## config.mk

```make
export PLATFORM = sky130hd
export DESIGN_NAME = du_dump_sender_flat
export DESIGN_NICKNAME = d
export VERILOG_FILES = /design/src/rtl/du_dump_sender_pkg.sv /design/src/rtl/du_dump_sender_if.sv /design/src/rtl/du_dump_sender_word_shifter.sv /design/src/rtl/du_dump_sender.sv /design/src/flat_wrapper.sv
export SDC_FILE = /design/constraint.sdc
export NUM_CORES = 1
export LEC_CHECK = 0
export BUFFER_PORTS_ARGS = -buffer_cell sky130_fd_sc_hd__buf_4
export CAP_MARGIN = 15
export CORE_MARGIN = 3
export CORE_UTILIZATION = 30
export DETAILED_ROUTE_END_ITERATION = 8
export GPL_ROUTABILITY_DRIVEN = 1
export GPL_TIMING_DRIVEN = 0
export PLACE_DENSITY = 0.57
export SLEW_MARGIN = 15
export SYNTH_ARGS = -nofsm -noshare
export SYNTH_HDL_FRONTEND = slang
export SYNTH_SLANG_ARGS = --single-unit
```

## constraint.sdc

```tcl
create_clock -name i_clock -period 1.9 [get_ports i_clock]
set_clock_uncertainty 0.05 [all_clocks]
set_input_delay 0 -clock i_clock [delete_from_list [all_inputs] [get_ports i_clock]]
set_output_delay 0 -clock i_clock [all_outputs]
set_load 0.01 [all_outputs]
```

## src/rtl/du_dump_sender_pkg.sv

```systemverilog
// -----------------------------------------------------------------------------
// du_dump_sender_pkg
// Shared definitions for the debug-unit dump sender:
//   - default widths for the source word, UART byte and source address
//   - byte-per-word count and the width of the byte index
//   - FSM state encoding
// -----------------------------------------------------------------------------
package du_dump_sender_pkg;

  localparam int DEF_NB_DATA    = 32;
  localparam int DEF_NB_BYTE    = 8;
  localparam int DEF_NB_ADDR    = 8;
  localparam int BYTES_PER_WORD = DEF_NB_DATA / DEF_NB_BYTE;
  localparam int IDX_W          = 2;

  typedef enum logic [2:0] {
    ST_IDLE = 3'd0,
    ST_READ = 3'd1,
    ST_LOAD = 3'd2,
    ST_SEND = 3'd3,
    ST_WAIT = 3'd4,
    ST_DONE = 3'd5
  } dump_state_e;

endpackage : du_dump_sender_pkg

```

## src/rtl/du_dump_sender_if.sv

```systemverilog
// -----------------------------------------------------------------------------
// du_dump_sender_if
// Bundles the source read port and the UART transmit handshake.
//   master (dump sender): drives o_rd_enable, o_rd_addr, o_tx_data, o_tx_start;
//                         receives i_rd_data, i_tx_done
//   slave  (source + UART): the opposite directions
// Signal names are written from the dump sender's point of view.
// -----------------------------------------------------------------------------
interface du_dump_sender_if #(
  parameter int NB_DATA = 32,
  parameter int NB_BYTE = 8,
  parameter int NB_ADDR = 8
);

  logic               o_rd_enable;
  logic [NB_ADDR-1:0] o_rd_addr;
  logic [NB_DATA-1:0] i_rd_data;
  logic [NB_BYTE-1:0] o_tx_data;
  logic               o_tx_start;
  logic               i_tx_done;

  modport master (
    output o_rd_enable,
    output o_rd_addr,
    output o_tx_data,
    output o_tx_start,
    input  i_rd_data,
    input  i_tx_done
  );

  modport slave (
    input  o_rd_enable,
    input  o_rd_addr,
    input  o_tx_data,
    input  o_tx_start,
    output i_rd_data,
    output i_tx_done
  );

endinterface : du_dump_sender_if

```

## src/rtl/du_dump_sender_word_shifter.sv

```systemverilog
// -----------------------------------------------------------------------------
// du_word_shifter
// Holds one source word and presents it one byte at a time.
//   i_clock  : system clock
//   i_reset  : asynchronous active-low reset, clears the word
//   i_load   : capture i_word (takes priority over i_shift)
//   i_shift  : advance to the next byte in the send direction
//   i_word   : word to capture
//   o_byte   : current byte (low byte when LSB_FIRST, else high byte)
// o_byte is a fixed slice of the register, so it is glitch-free and stays
// stable until the next load or shift.
// -----------------------------------------------------------------------------
module du_word_shifter #(
  parameter int NB_DATA   = 32,
  parameter int NB_BYTE   = 8,
  parameter int LSB_FIRST = 1
) (
  input  logic               i_clock,
  input  logic               i_reset,
  input  logic               i_load,
  input  logic               i_shift,
  input  logic [NB_DATA-1:0] i_word,
  output logic [NB_BYTE-1:0] o_byte
);

  logic [NB_DATA-1:0] r_shift;
  logic [NB_DATA-1:0] w_next;

  generate
    if (LSB_FIRST != 0) begin : g_lsb
      // Low byte goes out first; move the next byte down into [7:0].
      assign w_next = r_shift >> NB_BYTE;
      assign o_byte = r_shift[NB_BYTE-1:0];
    end else begin : g_msb
      // High byte goes out first; move the next byte up into the top lane.
      assign w_next = r_shift << NB_BYTE;
      assign o_byte = r_shift[NB_DATA-1 -: NB_BYTE];
    end
  endgenerate

  // Word register: load a fresh word or step one byte
  always_ff @(posedge i_clock or negedge i_reset) begin
    if (!i_reset) begin
      r_shift <= {NB_DATA{1'b0}};
    end else if (i_load) begin
      r_shift <= i_word;
    end else if (i_shift) begin
      r_shift <= w_next;
    end else begin
      r_shift <= r_shift;
    end
  end

endmodule : du_word_shifter

```

## src/rtl/du_dump_sender.sv

```systemverilog
// -----------------------------------------------------------------------------
// du_dump_sender
// Debug-unit transmit sequencer. On an accepted start it reads i_count words
// beginning at i_base_addr from a synchronous-read source and sends each word
// as four bytes to the debug UART using its tx_start/tx_done handshake.
//   i_clock      : system clock
//   i_reset      : asynchronous active-low reset
//   i_start      : dump request, only honoured in IDLE
//   i_base_addr  : first word address (sampled with an accepted start)
//   i_count      : number of words (sampled with an accepted start), 0 = none
//   bus          : master side of du_dump_sender_if (read port + UART)
//   o_busy       : high while not IDLE
//   o_done       : one-cycle pulse after the section completes
// Every output is a register or a decode of the state register.
// -----------------------------------------------------------------------------
module du_dump_sender
  import du_dump_sender_pkg::*;
#(
  parameter int NB_DATA   = DEF_NB_DATA,
  parameter int NB_BYTE   = DEF_NB_BYTE,
  parameter int NB_ADDR   = DEF_NB_ADDR,
  parameter int LSB_FIRST = 1
) (
  input  logic               i_clock,
  input  logic               i_reset,
  input  logic               i_start,
  input  logic [NB_ADDR-1:0] i_base_addr,
  input  logic [NB_ADDR-1:0] i_count,
  du_dump_sender_if.master   bus,
  output logic               o_busy,
  output logic               o_done
);

  localparam int                 NB_WORD_BYTES = NB_DATA / NB_BYTE;
  localparam logic [IDX_W-1:0]   LAST_IDX      = IDX_W'(NB_WORD_BYTES - 1);
  localparam logic [IDX_W-1:0]   IDX_ONE       = {{(IDX_W-1){1'b0}}, 1'b1};
  localparam logic [NB_ADDR-1:0] ADDR_ONE      = {{(NB_ADDR-1){1'b0}}, 1'b1};
  localparam logic [NB_ADDR-1:0] ADDR_ZERO     = {NB_ADDR{1'b0}};

  dump_state_e        r_state;
  logic [NB_ADDR-1:0] r_addr;
  logic [NB_ADDR-1:0] r_left;
  logic [IDX_W-1:0]   r_idx;
  logic               r_rd_enable;
  logic [NB_ADDR-1:0] r_rd_addr;
  logic               r_tx_start;
  logic               r_done;

  logic               w_load;
  logic               w_shift;
  logic [NB_BYTE-1:0] w_byte;

  // The shifter captures the word in LOAD; read data is valid exactly then.
  assign w_load  = (r_state == ST_LOAD);
  // Step to the next byte only when another byte of the same word follows.
  assign w_shift = (r_state == ST_WAIT) && bus.i_tx_done && (r_idx != LAST_IDX);

  du_word_shifter #(
    .NB_DATA   (NB_DATA),
    .NB_BYTE   (NB_BYTE),
    .LSB_FIRST (LSB_FIRST)
  ) u_shifter (
    .i_clock (i_clock),
    .i_reset (i_reset),
    .i_load  (w_load),
    .i_shift (w_shift),
    .i_word  (bus.i_rd_data),
    .o_byte  (w_byte)
  );

  // Sequencer FSM with registered strobes (rd_enable, tx_start, done)
  always_ff @(posedge i_clock or negedge i_reset) begin
    if (!i_reset) begin
      r_state     <= ST_IDLE;
      r_addr      <= ADDR_ZERO;
      r_left      <= ADDR_ZERO;
      r_idx       <= {IDX_W{1'b0}};
      r_rd_enable <= 1'b0;
      r_rd_addr   <= ADDR_ZERO;
      r_tx_start  <= 1'b0;
      r_done      <= 1'b0;
    end else begin
      // Strobes are single-cycle unless a transition below raises them.
      r_rd_enable <= 1'b0;
      r_tx_start  <= 1'b0;
      r_done      <= 1'b0;
      case (r_state)
        ST_IDLE: begin
          if (i_start) begin
            if (i_count != ADDR_ZERO) begin
              r_addr      <= i_base_addr;
              r_left      <= i_count;
              r_rd_addr   <= i_base_addr;
              r_rd_enable <= 1'b1;
              r_state     <= ST_READ;
            end else begin
              r_state <= ST_DONE;
            end
          end else begin
            r_state <= ST_IDLE;
          end
        end
        ST_READ: begin
          r_state <= ST_LOAD;
        end
        ST_LOAD: begin
          r_idx      <= {IDX_W{1'b0}};
          r_tx_start <= 1'b1;
          r_state    <= ST_SEND;
        end
        ST_SEND: begin
          r_state <= ST_WAIT;
        end
        ST_WAIT: begin
          if (bus.i_tx_done) begin
            if (r_idx != LAST_IDX) begin
              r_idx      <= r_idx + IDX_ONE;
              r_tx_start <= 1'b1;
              r_state    <= ST_SEND;
            end else if (r_left > ADDR_ONE) begin
              // Address wraps modulo 2^NB_ADDR by plain overflow.
              r_addr      <= r_addr + ADDR_ONE;
              r_rd_addr   <= r_addr + ADDR_ONE;
              r_left      <= r_left - ADDR_ONE;
              r_rd_enable <= 1'b1;
              r_state     <= ST_READ;
            end else begin
              r_state <= ST_DONE;
            end
          end else begin
            r_state <= ST_WAIT;
          end
        end
        ST_DONE: begin
          // o_done is the registered echo of DONE, so it shows in the
          // cycle after DONE while the FSM is already back in IDLE.
          r_done  <= 1'b1;
          r_state <= ST_IDLE;
        end
        default: begin
          r_state <= ST_IDLE;
        end
      endcase
    end
  end

  assign bus.o_rd_enable = r_rd_enable;
  assign bus.o_rd_addr   = r_rd_addr;
  assign bus.o_tx_start  = r_tx_start;
  assign bus.o_tx_data   = w_byte;
  assign o_busy          = (r_state != ST_IDLE);
  assign o_done          = r_done;

endmodule : du_dump_sender

```

## src/flat_wrapper.sv

```systemverilog
// flat-port wrapper written by rule: the top's interface ports become plain ports
module du_dump_sender_flat import du_dump_sender_pkg::*;
#(
  parameter int NB_DATA   = DEF_NB_DATA,
  parameter int NB_BYTE   = DEF_NB_BYTE,
  parameter int NB_ADDR   = DEF_NB_ADDR,
  parameter int LSB_FIRST = 1
)
  (i_clock, i_reset, i_start, i_base_addr, i_count, o_busy, o_done, bus_o_rd_enable, bus_o_rd_addr, bus_o_tx_data, bus_o_tx_start, bus_i_rd_data, bus_i_tx_done);
  du_dump_sender_if #(.NB_DATA(NB_DATA), .NB_BYTE(NB_BYTE), .NB_ADDR(NB_ADDR)) bus_i ();
  input  logic i_clock;
  input  logic i_reset;
  input  logic i_start;
  input  logic [NB_ADDR-1:0] i_base_addr;
  input  logic [NB_ADDR-1:0] i_count;
  output logic o_busy;
  output logic o_done;
  output wire logic [$bits(bus_i.o_rd_enable)-1:0] bus_o_rd_enable;
  output wire logic [$bits(bus_i.o_rd_addr)-1:0] bus_o_rd_addr;
  output wire logic [$bits(bus_i.o_tx_data)-1:0] bus_o_tx_data;
  output wire logic [$bits(bus_i.o_tx_start)-1:0] bus_o_tx_start;
  input wire logic [$bits(bus_i.i_rd_data)-1:0] bus_i_rd_data;
  input wire logic [$bits(bus_i.i_tx_done)-1:0] bus_i_tx_done;
  assign bus_o_rd_enable = bus_i.o_rd_enable;
  assign bus_o_rd_addr = bus_i.o_rd_addr;
  assign bus_o_tx_data = bus_i.o_tx_data;
  assign bus_o_tx_start = bus_i.o_tx_start;
  assign bus_i.i_rd_data = bus_i_rd_data;
  assign bus_i.i_tx_done = bus_i_tx_done;
  du_dump_sender #(.NB_DATA(NB_DATA), .NB_BYTE(NB_BYTE), .NB_ADDR(NB_ADDR), .LSB_FIRST(LSB_FIRST)) u_core (.i_clock(i_clock), .i_reset(i_reset), .i_start(i_start), .i_base_addr(i_base_addr), .i_count(i_count), .bus(bus_i), .o_busy(o_busy), .o_done(o_done));
endmodule
```

==> results of run 1 <==
[area by class of cell]
| class | instances | area (sq um) | share of cell area (%) |
|---|---|---|---|
| multi-input cells | 243 | 1290 | 29.8 |
| inverters | 4 | 22.5 | 0.522 |
| clock inverters | 1 | 30.0 | 0.696 |
| clock buffers | 7 | 96.3 | 2.23 |
| plain buffers | 28 | 183 | 4.23 |
| repair buffers | 135 | 1160 | 26.8 |
| well taps | 108 | 135 | 3.13 |
| flip-flops and latches | 56 | 1400 | 32.5 |
[per-stage QoR]
step	cell area, sq um	setup slack, ns	util, %	hold WS (ns)
CTS	4180	0.00376	46.8	0.00275
global route	4320	-0.0176	48.3	0.0263
finish	4320	0.0430	48.3	0.00479
global placement	3500	-0.115	39.2	0.0656
floorplan	2830	0.0913	-	-0.346
detailed placement	3500	-0.119	39.2	0.0582
[worst reg2reg max path, delay by kind of cell, from the launching register on]
kind,cells,cell delay (ns)
buf+inv,3,0.30
simple gates,2,0.66
compound gates,3,0.32
flops,1,0.39
[state kept, by name (all words and copies together), names as in the netlist]
signal                    flops
u_core.u_shifter.r_shift     32
u_core.r_addr                 8
u_core.r_left                 8
u_core.r_state                3
u_core.r_idx                  2
u_core.bus.o_rd_enable        1
u_core.bus.o_tx_start         1
u_core.o_done                 1
[kinds of logic after synthesis]
family          share of synthesized area, %
mux                                    0.354
simple gates                            24.0
flops                                   49.5
buf+inv                                 6.76
fa+ha+maj                               1.77
compound gates                          17.4
xor+xnor                               0.309
[power by group through the flow]
stage / registers [W] / clock network [W] / logic (W)
2_1_floorplan: 0.00213 / 0 / 0.00171
3_3_place_gp: 0.00218 / 0 / 0.00252
3_5_place_dp: 0.00220 / 0 / 0.00256
4_1_cts: 0.00216 / 0.000874 / 0.00274
5_1_grt: 0.00227 / 0.000934 / 0.00326
6_report: 0.00220 / 0.000862 / 0.00291
[synth_stat cells, drive strengths merged, types with 4 or more instances]
library cell  number  share of area [%]
clkbuf            11                1.5
ha                 4                1.8
buf               19                4.7
nand3              8                1.4
nor2              40                5.4
dfrtp             56                 49
o21ai             23                4.1
nand2             87                 12
a21oi             21                4.0
a31oi             25                5.5
inv                4               0.62
o22ai              5                1.1
[metal layers]
layer | routed length, um | global-route usage (%) | vias to the layer above | share of wire (%)
met5 | 0 | 0 | - | 0
met4 | 128 | 4.88 | 0 | 1.6
met3 | 350 | 2.37 | 11 | 4.3
met2 | 3900 | 24.1 | 75 | 48
met1 | 3730 | 21.9 | 1325 | 46
li1 | - | - | 1408 | -
[repair_timing]
action / in CTS / in global routing
cloned: 0 / 1
hold buffers: 51 / 0
pin swaps: 2 / 3
buffers inserted: 4 / 8
hold endpoints to repair: 104 / 0
resized for setup: 4 / 27
endpoints found under the setup margin: 37 / 39
[how the worst min path moves through the flow]
stage | startpoint | end | slack, ns
after floorplan | i_reset | u_core.bus.o_rd_enable | -0.35
after global placement | i_reset | u_core.r_left[2] | 0.07
after detailed placement | i_reset | u_core.r_left[3] | 0.06
after CTS | i_count[7] | u_core.r_left[7] | 0.003
after global routing | i_count[7] | u_core.r_left[7] | 0.03
final | i_count[7] | u_core.r_left[7] | 0.005
[placed cells by master, fill, tap and decap left out, drive strengths merged, types with 2 or more instances in the layout]
cell | netlist | final
dlygate4sd3 | 0 | 51
a21o | 3 | 3
ha | 4 | 4
o21ai | 23 | 23
nand2 | 87 | 87
o22ai | 5 | 5
a21oi | 21 | 21
and2 | 2 | 2
nor4 | 2 | 2
dfrtp | 56 | 56
or3 | 3 | 3
nor3b | 2 | 2
buf | 19 | 101
nand3 | 8 | 8
nor3 | 2 | 2
clkbuf | 11 | 18
inv | 4 | 4
a31oi | 25 | 25
nor2 | 40 | 40
==> qor.yml, run 1 <==
synthesis:
  postSynthAreaPerCell_sq_um: 8.50
  syn-num-nets: 389
  synthFlopType: "dfrtp_1"
  synth_enable_flop_cells: 0
  syn_area_sq_mm: 0.00283
  seq_area_frac_synth_pct: 49.5
  ys_ff_latch: 56
  ys_types: 43
  yosys_warnings: 0
  syn-instance-count: 333
  async_flop_share_pct: 100
power:
  power.switching_w: 0.00231
  combinationalPowerShare_pct: 48.7
  p_int_w: 0.00366
  ir_worst_vdd_uv: 457
  power_w: 0.00597
  p_leak_nw: 1.97
  powerDensity_mw_per_mm2: 1380
  p_seq_share_pct: 36.9
  clkPwrFrac_pct: 14.4
  sw_frac_of_total_pct: 38.7
critical_path:
  crit_family: "simple AND/OR/NAND/NOR gates"
  crit_buf_inv: 3
  cp_common_cell: "buf_8"
  regToRegStartpoint: "u_core.r_left[4]"
  reg2reg_depth: 8
  startpoint_type: "flip-flop"
  critPathMaxFanout: 7
  required_ns: 2.05
  cp_num_cells: 8
  critPathSlowestCell: "or3_4"
  reg2reg_to: "u_core.r_addr[5]"
  crit_arrival_ns: 2.00
  critPathKind: "reg2reg"
  endpoint: "u_core.r_addr[5]"
  cp-end-kind: "flip-flop"
  rrSetupSlack_ns: 0.04
  cp-startpoint: "u_core.r_left[4]"
  crit_path_cell_trace: "or3_4 > nor4b_4 > o22a_2 > buf_8 > inv_8 > buf_8 > a21oi_2 > a21oi_1"
  slowest_delay_ns: 0.42
clocking:
  cts_tree: "done"
  cts.path.max_buffers: 2
  worstSkewPairLatency_ns: 0.31
  clock-sinks: 56
  htree_levels: 2
  numCtsBuffers: 5
  clkSlewWorstSetupHoldPaths_ns: 0.10
  clock-root-buffer: "clkbuf_8"
status:
  outcome: "complete, no violations"
placed_design:
  dp_cells: 512
  dp.final_hpwl_um: 5400
  port_buffers: 71
  place_congestion: 0.803
drt:
  drcViolationCount: 0
  via_per_inst: 4.84
  detail-route-antenna-nets: 0
  route.vias.total: 2819
  dr.pass1.iters: 4
  wl_um: 8100
  detail_route.iter0.violations: 153
  avgRoutedWirePerCell_um: 13.9
finish:
  antenna_cells: 0
  drive_above_1_share_pct: 27.6
  syn_to_final_growth_pct: 52.5
  nets: 529
  fill_cells: 868
  instances_no_fill: 582
floorplanning:
  fp.dieW_um: 103
  dieArea_sq_mm: 0.0106
  ios: 72
  die_h_um: 103
  start_util_pct: 31.7
  rows: 34
  fp.coreArea_sq_mm: 0.00893
global_route:
  overflow: 0
  grt_pass1_wl_um: 12900
  antenna_found_initial: 0
  grt_start_max_net_pins: 57
  gr-usage-all-layers_pct: 15.4
  grt_pass1_vias: 2707
sta:
  hold_violations: 0
  drv_slew: 0
  finalSetupViolCount: 0
  grt_setup_unrepaired: "yes"
  timing.fmax_mhz: 539
  setup-tns-final_ns: 0
  min_period_ns: 1.86
  finalCritPeriodShare_pct: 97.7
  tightest_slew_ns: 0.722
  max_slew_margin_pct: 51.8
job:
  cap_violations: 0
hold_path:
  hold_depth: 3
  hp-class: "in2reg"
Note: power is estimated with default switching activity, not from simulation.
==> run 2: changes to the inputs <==
- ABC_AREA: unset -> 1
- PLACE_DENSITY: 0.57 -> 0.56
==> qor.yml, run 2 <==
status:
  outcome: "complete, no violations"
floorplanning:
  dieArea_sq_mm: 0.0116  # +9.0%
  fp.coreArea_sq_mm: 0.00991  # +11%
  fp.dieW_um: 108  # +4.4%
  ios: 72  # unchanged
  start_util_pct: 31.3  # -0.39 points
  rows: 36  # +5.9%
  die_h_um: 108  # +4.4%
drt:
  drcViolationCount: 0  # unchanged
  wl_um: 8110  # +0.16%
  via_per_inst: 4.42  # -8.8%
  avgRoutedWirePerCell_um: 11.9  # -14%
  dr.pass1.iters: 4  # unchanged
  detail_route.iter0.violations: 105  # -31%
  route.vias.total: 3009  # +6.7%
  detail-route-antenna-nets: 0  # unchanged
synthesis:
  synth_compound_area_share_pct: 13.2  # -4.2 points
  synth_top_cell_area_share_pct: 45.2  # -4.3 points
  synth_adder_area_share_pct: 1.61  # -0.15 points
  synth_enable_flop_cells: 0  # unchanged
  synth.mux.area_fraction_pct: 0.323  # -0.031 points
  ys_ff_latch: 56  # unchanged
  synth-simple-area-share_pct: 26.7  # +2.8 points
  synth_top_family_by_area: "simple AND/OR/NAND/NOR gates"
  yosysTopAreaCell: "dfrtp_1"
  syn-instance-count: 419  # +26%
  syn-num-nets: 475  # +22%
  async_flop_share_pct: 100  # unchanged
  synthFlopType: "dfrtp_1"
  syn_area_sq_mm: 0.00310  # +9.5%
  yosys_warnings: 0  # unchanged
  seq_area_frac_synth_pct: 45.2  # -4.3 points
  synth_common_cells: "nand2_1, dfrtp_1, inv_1"
  postSynthAreaPerCell_sq_um: 7.40  # -13%
  synth.area.top_cells: "dfrtp_1, nand2_1, inv_1"
  synthXorXnorAreaFrac_pct: 0  # -0.31 points
  ys_types: 27  # -37%
  yosysMostFrequentCell: "nand2_1"
critical_path:
  critPathKind: "reg2reg"
  crit_path_cell_trace: "inv_1 > ha_2 > nor2_1 > nor2_1 > nand2_1 > nand2_1 > nand2_4 > buf_6 > nand3_1 > nand2_1"
  cp_common_cell: "nand2_1"
  critPathMaxFanout: 10  # +3
  crit_arrival_ns: 1.86  # -0.14 ns
  required_ns: 2.07  # +0.02 ns
  slowest_delay_ns: 0.43  # about the same
  cp-end-kind: "flip-flop"
  critPathSlowestCell: "dfrtp_1"
  cp-startpoint: "u_core.r_left[0]"
  startpoint_type: "flip-flop"
  regToRegStartpoint: "u_core.r_left[0]"
clocking:
  clkSlewWorstSetupHoldPaths_ns: 0.11  # about the same
  clock-root-buffer: "clkbuf_8"
  htree_levels: 2  # unchanged
  cts_tree: "done"
  cts.path.max_buffers: 2  # unchanged
  numCtsBuffers: 5  # unchanged
  worstSkewPairLatency_ns: 0.32  # about the same
  clock-sinks: 56  # unchanged
sta:
  max_slew_margin_pct: 50.2  # -1.6 points
  tightest_slew_ns: 0.747  # +0.0241 ns
  min_period_ns: 1.69  # -0.171 ns
  timing.fmax_mhz: 593  # +10%
  hold_violations: 0  # unchanged
  fin_ws_ns: 0.214  # +0.171 ns
  drv_slew: 0  # unchanged
  setup-tns-final_ns: 0  # unchanged
  finalCritPeriodShare_pct: 88.7  # -9.0 points
  grt_setup_unrepaired: "no"
  finalSetupViolCount: 0  # unchanged
finish:
  drive_above_1_share_pct: 21.2  # -6.5 points
  nets: 603  # +14%
  postLayoutCoreUtil_pct: 44.4  # -3.9 points
  fill_cells: 1033  # +19%
  antenna_cells: 0  # unchanged
  syn_to_final_growth_pct: 41.9
  layout_common_cells: "nand2_1, buf_4, dfrtp_1"
  instances_no_fill: 681  # +17%
  largest_register_ff_count: 32  # unchanged
  top_regs: "u_core.u_shifter.r_shift x32, u_core.r_addr x8, u_core.r_left x8"
  largest-register: "u_core.u_shifter.r_shift"
  final_common_cell: "nand2_1"
placed_design:
  dp_cells: 623  # +22%
  port_buffers: 71  # unchanged
  post-place-ws_ns: 0.179  # +0.297 ns
  dp.final_hpwl_um: 5760  # +6.8%
  place_congestion: 0.796  # -0.85%
global_route:
  grt_start_max_net_pins: 57  # unchanged
  grt_pass1_vias: 3025  # +12%
  antenna_found_initial: 0  # unchanged
  grt_pass1_wl_um: 13800  # +6.9%
  overflow: 0  # unchanged
  gr-usage-all-layers_pct: 14.6  # -0.75 points
hold_path:
  hold_start: "i_count[2]"
  hp-class: "in2reg"
power:
  ir_worst_vdd_uv: 556  # +22%
  powerDensity_mw_per_mm2: 1400  # +1.2%
  p_leak_nw: 2.24  # +14%
job:
  cap_violations: 0  # unchanged
==> run 2: kinds of logic after synthesis <==
logic type               count (synthesis)
buffers and inverters                   83
AND/OR/NAND/NOR                        197
AO/OA/AOI/OAI                           78
multiplexers                             1
flip-flops                              56
adder cells (fa/ha/maj)                  4
==> run 2: critical path: cells and delay by family (launching register included) <==
family | cells | cell delay (ns)
AND/OR/NAND/NOR | 7 | 0.58
flip-flops | 1 | 0.43
buffers and inverters | 2 | 0.28
adder cells (fa/ha/maj) | 1 | 0.26
==> run 2: cell type report <==
type,count,area [sq um],area share [%]
buffer,26,189,4.29
clock buffer,5,68.8,1.56
clock inverter,3,27.5,0.626
inverter,57,214,4.86
multi-input combinational,280,1300,29.5
sequential,56,1400,31.8
tap,133,166,3.78
timing repair buffer,121,1030,23.5
==> run 2: repair_timing <==
item	CTS	global route
hold buffers	50	0
hold endpoints to repair	105	0
endpoints found under the setup margin	0	11
gates resized for setup	0	1
buffers inserted	0	0
==> run 2: power by group <==
part           leakage (nW)  switching [W]  internal, W
Sequential            0.661       0.000426      0.00175
Clock                0.0463       0.000435     0.000272
Combinational          1.53        0.00183      0.00145
==> run 2: path summary, 6_finish.rpt <==
path | endpoint | slack [ns] | cells past startpoint
max | u_core.r_left[7] | 0.21 | 10
min | u_core.r_left[2] | 0.03 | 5
max reg2reg | u_core.r_left[7] | 0.21 | 10
min reg2reg | u_core.r_idx[0] | 0.45 | 1
max in group asynchronous | u_core.r_left[0] | 1.08 | 2
min in group asynchronous | u_core.u_shifter.r_shift[1] | 0.22 | 2
==> run 2: stage by stage <==
stage	hold slack, ns	cell area (sq um)	total power, W
floorplan	-0.346	3100	0.00441
detailed placement	0.0748	3800	0.00543
global route	0.0560	4400	0.00684
CTS	0.0247	4400	0.00625
global placement	0.0744	3800	0.00536
finish	0.0335	4400	0.00616
==> run 2: metal layers <==
layer  up-vias  global-route usage [%]  share of wire, %
met2        80                    26.1                48
li1       1562                       -                 -
met5         -                       0                 0
met1      1357                    18.5                46
met4         0                    3.07               1.1
met3        10                    2.52               5.8
